## src/rtl/spi_xfer_ctrl.sv

```systemverilog
// -----------------------------------------------------------------------------
// spi_xfer_ctrl
//
// Frame-level SPI master controller. It sequences one DW-bit frame:
// chip-select setup delay, bit transfer driven by SCK edge strobes from an
// external clock generator, chip-select hold delay, then a one-cycle done.
//
// Ports
//   sysclk, rst_n        system clock (rising edge), async active-low reset
//   enable               low forces IDLE and idle output values
//   cfg_cpol/cpha/lsb    SPI mode and bit order, latched when start is accepted
//   cfg_div              setup/hold delay and clock-generator divider, latched
//   start, tx_data       frame request and frame payload
//   busy, done, rx_data  status, one-cycle completion pulse, received frame
//   cg_go, cg_last_clk,
//   cg_cpol, cg_divider  controls to the SPI clock generator
//   cg_pos_edge/neg_edge SCK edge strobes from the clock generator
//   cs_n, mosi, miso     SPI pins
// -----------------------------------------------------------------------------
module spi_xfer_ctrl #(
   parameter int N  = 8,
   parameter int DW = 8
) (
   input  logic          sysclk,
   input  logic          rst_n,
   input  logic          enable,
   input  logic          cfg_cpol,
   input  logic          cfg_cpha,
   input  logic          cfg_lsb_first,
   input  logic [N-1:0]  cfg_div,
   input  logic          start,
   input  logic [DW-1:0] tx_data,
   output logic          busy,
   output logic          done,
   output logic [DW-1:0] rx_data,
   output logic          cg_go,
   output logic          cg_last_clk,
   output logic          cg_cpol,
   output logic [N-1:0]  cg_divider,
   input  logic          cg_pos_edge,
   input  logic          cg_neg_edge,
   output logic          cs_n,
   output logic          mosi,
   input  logic          miso
);

   localparam int CW = $clog2(DW + 1);
   localparam logic [CW-1:0] DW_C = CW'(DW);

   typedef enum logic [2:0] {IDLE, SETUP, XFER, HOLD, DONE} state_t;

   state_t        state_q;
   logic          cpol_q, cpha_q, lsb_q;
   logic [N-1:0]  div_q;
   logic [N-1:0]  dly_q;
   logic [DW-1:0] tx_q, rx_q, rx_data_q;
   logic [CW-1:0] cnt_q;
   logic          first_q;   // cpha=1: the next shift edge re-presents bit 0
   logic          busy_q, done_q, cs_n_q, mosi_q, go_q, last_q;

   // Edge processing for one cycle. Both strobes may arrive together; the
   // leading edge is applied first and the trailing edge sees its result.
   logic          lead_ev, trail_ev;
   logic [DW-1:0] tx_d, rx_d;
   logic [CW-1:0] cnt_d;
   logic          first_d, fin_d;

   assign lead_ev  = cpol_q ? cg_neg_edge : cg_pos_edge;
   assign trail_ev = cpol_q ? cg_pos_edge : cg_neg_edge;

   always_comb begin
      tx_d    = tx_q;
      rx_d    = rx_q;
      cnt_d   = cnt_q;
      first_d = first_q;
      fin_d   = 1'b0;
      if (lead_ev) begin
         if (!cpha_q) begin
            // sample on leading edge; the counter never wraps inside a frame
            if (cnt_d != DW_C) begin
               rx_d  = lsb_q ? {miso, rx_d[DW-1:1]} : {rx_d[DW-2:0], miso};
               cnt_d = cnt_d + CW'(1);
            end
         end else begin
            if (first_d) begin
               first_d = 1'b0;
            end else begin
               tx_d = lsb_q ? (tx_d >> 1) : (tx_d << 1);
            end
         end
      end
      if (trail_ev) begin
         if (cpha_q) begin
            if (cnt_d != DW_C) begin
               rx_d  = lsb_q ? {miso, rx_d[DW-1:1]} : {rx_d[DW-2:0], miso};
               cnt_d = cnt_d + CW'(1);
            end
            if (cnt_d == DW_C) begin
               fin_d = 1'b1;
            end
         end else begin
            // cpha=0: the trailing edge after the last sample closes the frame
            if (cnt_d == DW_C) begin
               fin_d = 1'b1;
            end else begin
               tx_d = lsb_q ? (tx_d >> 1) : (tx_d << 1);
            end
         end
      end
   end

   always_ff @(posedge sysclk or negedge rst_n) begin
      if (!rst_n) begin
         state_q   <= IDLE;
         cpol_q    <= 1'b0;
         cpha_q    <= 1'b0;
         lsb_q     <= 1'b0;
         div_q     <= '1;
         dly_q     <= '0;
         tx_q      <= '0;
         rx_q      <= '0;
         rx_data_q <= '0;
         cnt_q     <= '0;
         first_q   <= 1'b0;
         busy_q    <= 1'b0;
         done_q    <= 1'b0;
         cs_n_q    <= 1'b1;
         mosi_q    <= 1'b0;
         go_q      <= 1'b0;
         last_q    <= 1'b0;
      end else if (!enable) begin
         // abort: idle outputs, no done, received data left untouched
         state_q <= IDLE;
         dly_q   <= '0;
         cnt_q   <= '0;
         first_q <= 1'b0;
         busy_q  <= 1'b0;
         done_q  <= 1'b0;
         cs_n_q  <= 1'b1;
         mosi_q  <= 1'b0;
         go_q    <= 1'b0;
         last_q  <= 1'b0;
      end else begin
         done_q <= 1'b0;
         case (state_q)
            IDLE: begin
               if (start) begin
                  cpol_q  <= cfg_cpol;
                  cpha_q  <= cfg_cpha;
                  lsb_q   <= cfg_lsb_first;
                  div_q   <= cfg_div;
                  dly_q   <= cfg_div;
                  tx_q    <= tx_data;
                  rx_q    <= '0;
                  cnt_q   <= '0;
                  first_q <= cfg_cpha;
                  busy_q  <= 1'b1;
                  cs_n_q  <= 1'b0;
                  mosi_q  <= cfg_lsb_first ? tx_data[0] : tx_data[DW-1];
                  state_q <= SETUP;
               end
            end
            SETUP: begin
               if (dly_q == '0) begin
                  go_q    <= 1'b1;
                  state_q <= XFER;
               end else begin
                  dly_q <= dly_q - N'(1);
               end
            end
            XFER: begin
               tx_q    <= tx_d;
               rx_q    <= rx_d;
               cnt_q   <= cnt_d;
               first_q <= first_d;
               mosi_q  <= lsb_q ? tx_d[0] : tx_d[DW-1];
               last_q  <= (cnt_d == DW_C - CW'(1));
               if (fin_d) begin
                  go_q    <= 1'b0;
                  dly_q   <= div_q;
                  state_q <= HOLD;
               end
            end
            HOLD: begin
               if (dly_q == '0) begin
                  cs_n_q    <= 1'b1;
                  done_q    <= 1'b1;
                  rx_data_q <= rx_q;
                  state_q   <= DONE;
               end else begin
                  dly_q <= dly_q - N'(1);
               end
            end
            DONE: begin
               busy_q  <= 1'b0;
               mosi_q  <= 1'b0;
               state_q <= IDLE;
            end
            default: state_q <= IDLE;
         endcase
      end
   end

   assign busy        = busy_q;
   assign done        = done_q;
   assign rx_data     = rx_data_q;
   assign cg_go       = go_q;
   assign cg_last_clk = last_q;
   assign cs_n        = cs_n_q;
   assign mosi        = mosi_q;

   // In IDLE the generator follows the live configuration so SCK parks at the
   // right level before a frame; reset and disable force the idle values.
   assign cg_cpol    = !rst_n ? 1'b0 :
                       (state_q == IDLE) ? (enable & cfg_cpol) : cpol_q;
   assign cg_divider = !rst_n ? '1 :
                       (state_q == IDLE) ? (enable ? cfg_div : '1) : div_q;

endmodule

```

## config.mk

```make
export PLATFORM = sky130hd
export DESIGN_NAME = spi_xfer_ctrl
export DESIGN_NICKNAME = d
export VERILOG_FILES = /design/src/rtl/spi_xfer_ctrl.sv
export SDC_FILE = /design/constraint.sdc
export NUM_CORES = 1
export LEC_CHECK = 0
export CAP_MARGIN = 25
export CORE_ASPECT_RATIO = 1.1
export CORE_MARGIN = 2
export CORE_UTILIZATION = 45
export CTS_BUF_LIST = sky130_fd_sc_hd__clkbuf_8
export CTS_CLUSTER_SIZE = 12
export DETAILED_ROUTE_END_ITERATION = 12
export PLACE_DENSITY_LB_ADDON = 0.2
export SETUP_SLACK_MARGIN = 0.15
export SLEW_MARGIN = 20
export SYNTH_ARGS = -nofsm -noshare
export SYNTH_HDL_FRONTEND = slang
export SYNTH_SLANG_ARGS = --single-unit
```

## constraint.sdc

```tcl
create_clock -name sysclk -period 3.6 [get_ports sysclk]
set_input_delay 0.72 -clock sysclk [delete_from_list [all_inputs] [get_ports sysclk]]
set_output_delay 0.72 -clock sysclk [all_outputs]
set_load 0.02 [all_outputs]
```

==> key figures <==
Outcome
  • Run status: complete, no violations

Synth
  • Post-synth EDFFs: 0
  • Synth top area share: 0.284
  • Ys async rst share: 1.00
  • Top post-synthesis cells by area: dfrtp_1 (28%), mux2i_1 (7.3%), mux2_2 (6.7%)
  • Post-synth cell types: 61
  • Synthesis warning total: 0
  • Synth cell count leaders: dfrtp_1 (48), o21ai_0 (48), nand2_1 (46)
  • Leading register cell type out of synthesis: dfrtp_1
  • Cell taking the most area after synthesis: dfrtp_1
  • Mean Syn Cell Area: 9.01 sq um
  • Cells after Synth: 469
  • Synthesized flop and latch total: 57
  • Mapped Area: roughly 4200 sq um
  • Sequential share of the synthesized area: 0.340
  • Mapped Nets: 501

Setup path
  • CP arrival: roughly 3.5 ns
  • Crit Path Class: in2reg
  • CP Launch Type: input port
  • Crit. End Element: register
  • R2R cell count: 16
  • Worst path required time: 3.82 ns
  • Worst-path fanout max: 7

Floorplanning
  • Die Span X: 96.4 um
  • Die area: 10200 sq um
  • Die Y: approximately 110 um
  • I/O Pins: 49
  • Site Rows: 37
  • Core ar.: between 9000 and 10000 sq um
  • Starting Density: 0.456

Power
  • Total power: roughly 2.4 mW
  • NetSw: 0.780 mW
  • Worst vdd ir: 0.254 mV
  • P_leak: about 2.2 nW
  • Sequential cell fraction of total power: 0.360
  • Comb pwr share: 0.311
  • Sw Share: 0.329
  • Internal power: 1.59 mW
  • Pwr dens: 450 nW/um^2
  • Clock power share: 0.329

Clocking
  • CTS Buffer Depth: 2
  • Sink Count: 57
  • CTS tree: done
  • CTS buffer count: 9
  • Clock root buffer: clkbuf_8
  • Clock insertion delay at the later pin of the skew report: 0.35 ns
  • Hold_buf cts: 0
  • H-tree Lvls: 3
  • Clock Pin Slew Worst Setup and Hold Paths: approximately 0.070 ns

Hold path
  • Worst Hold Path Cells: 2
  • Worst Hold Class: reg2reg

GRT
  • Largest net degree at the start of global routing: 52
  • First-pass GRT wire length: 19.4 mm
  • Vias in the first global route: just under 4000
  • Grt total ovfl: 0
  • Antenna violations before repair: 1
  • GRT Total Usage: 0.243

Layout
  • Proportion of layout cells with a drive suffix above 1: 0.207
  • Final nets: 563
  • Layout area overhead: 24.7%

Timing
  • RSZ-0062 raised after global routing: false
  • Max Freq: 303 MHz
  • Post-layout min period: 3.30 ns
  • Endpoints failing setup: 0
  • Worst hold margin: 0.500 ns
  • Relative slew slack: 0.553
  • Worst-Margin Slew: 0.670 ns
  • Slew Viols, Final: 0
  • Hold Vio Cnt, Final: 0
  • Final setup skew: 0.0138 ns
  • Fin crit share: 0.916

Drt
  • Initial DRC Count: 203
  • DRT Wirelength: 11.8 mm
  • Initial DRT Pass Iterations: 5
  • Via count: 4010
  • Vias per cell: slightly above 6
  • Routed len/inst: 18.1 um
  • Remaining DRCs: 0
  • Routed Antenna Nets: 0

Placement
  • Post-DP HPWL: ~8.4 mm
  • Number of port buffers: 48
  • RePlAce Congestion: 0.857

Flow run
  • Max Cap Violations: 0
-- power by group through the flow --
| stage | registers (mW) | logic (mW) | clock network (mW) |
|---|---|---|---|
| 2_1_floorplan | 0.813 | 0.521 | 0 |
| 3_3_place_gp | 0.855 | 0.706 | 0 |
| 3_5_place_dp | 0.860 | 0.725 | 0 |
| 4_1_cts | 0.849 | 0.730 | 0.788 |
| 5_1_grt | 0.866 | 0.807 | 0.818 |
| 6_report | 0.852 | 0.737 | 0.779 |
-- cell usage in the layout, fill, tap and decap left out, types with 10 or more instances in the layout --
master / n
nand2_1: 46
dfrtp_1: 48
a21oi_1: 27
buf_4: 30
nor2_1: 30
mux2_2: 25
clkbuf_8: 11
mux4_2: 10
clkdlybuf4s50_1: 47
mux2i_1: 31
nand3_1: 21
a211oi_1: 10
inv_1: 17
o21ai_0: 48
-- state kept, by name, indices dropped and copies added (netlist names), 3 cells and up --
name / cells
div_q: 8
dly_q: 8
rx_data: 8
rx_q: 8
tx_q: 8
cnt_q: 4
state_q: 3
-- cells by family after synthesis --
group | synth area share
AOI/OAI and AO/OA | 0.221
xor gates and xnor gates | 0.0104
buffers and inverters | 0.0409
adders and majority gates | 0.0178
muxes | 0.197
and+or+nand+nor | 0.173
DFF | 0.340
-- worst max-delay path, stage by stage --
cell and delay [ns]:
clkdlybuf4s50_1 0.48, mux2i_4 0.24, nor3_4 0.06, xnor2_1 0.24, inv_1 0.10, ha_1 0.23
and3b_1 0.20, o2bb2ai_1 0.12, a2bb2oi_1 0.08, buf_4 0.16, buf_4 0.13, or2_2 0.35
buf_12 0.16, o21ai_0 0.15, o21ai_0 0.10
-- area by class of cell --
cell class	count	area (sq um)
Clock inverter	5	103
Multi-Input combinational cell	367	2640
Sequential cell	57	1440
Fill cell	869	3990
Clock buffer	11	151
Timing Repair Buffer	79	721
Tap cell	117	146
Inverter	17	63.8
Antenna cell	1	2.50
-- per-stage QoR --
stage	instances	worst slack [ns]	area (sq um)	TNS [ns]	util
after floorplan	469	0.324	4230	0	-
after global placement	637	0.0187	4980	0	0.538
after detailed placement	637	-0.179	4980	-1.59	0.538
after CTS	653	0.158	5240	0	0.566
after global routing	654	0.156	5270	0	0.569
final	654	0.301	5270	0	0.569
-- final timing paths --
kind,startpoint,endpoint,slack (ns)
max reg2reg,cnt_q[1],rx_q[4],0.39
min reg2reg,div_q[5],div_q[5],0.50
min,div_q[5],div_q[5],0.50
max in group asynchronous,rst_n,cpol_q,2.36
min in group asynchronous,rst_n,div_q[3],0.54
max,cg_neg_edge,rx_q[4],0.30
-- metal layers --
metal / wire, um / share of wire / GRT usage
met1: 5040 / 0.43 / 0.315
met2: 5980 / 0.51 / 0.402
met3: 486 / 0.041 / 0.0472
met4: 323 / 0.027 / 0.0825
met5: 0 / 0 / 0
-- what timing repair did --
item,in CTS,in global routing
buffers inserted,0,0
gates resized for setup,0,5
endpoints found under the setup margin,0,22
Power figures use the tool's default switching activity.
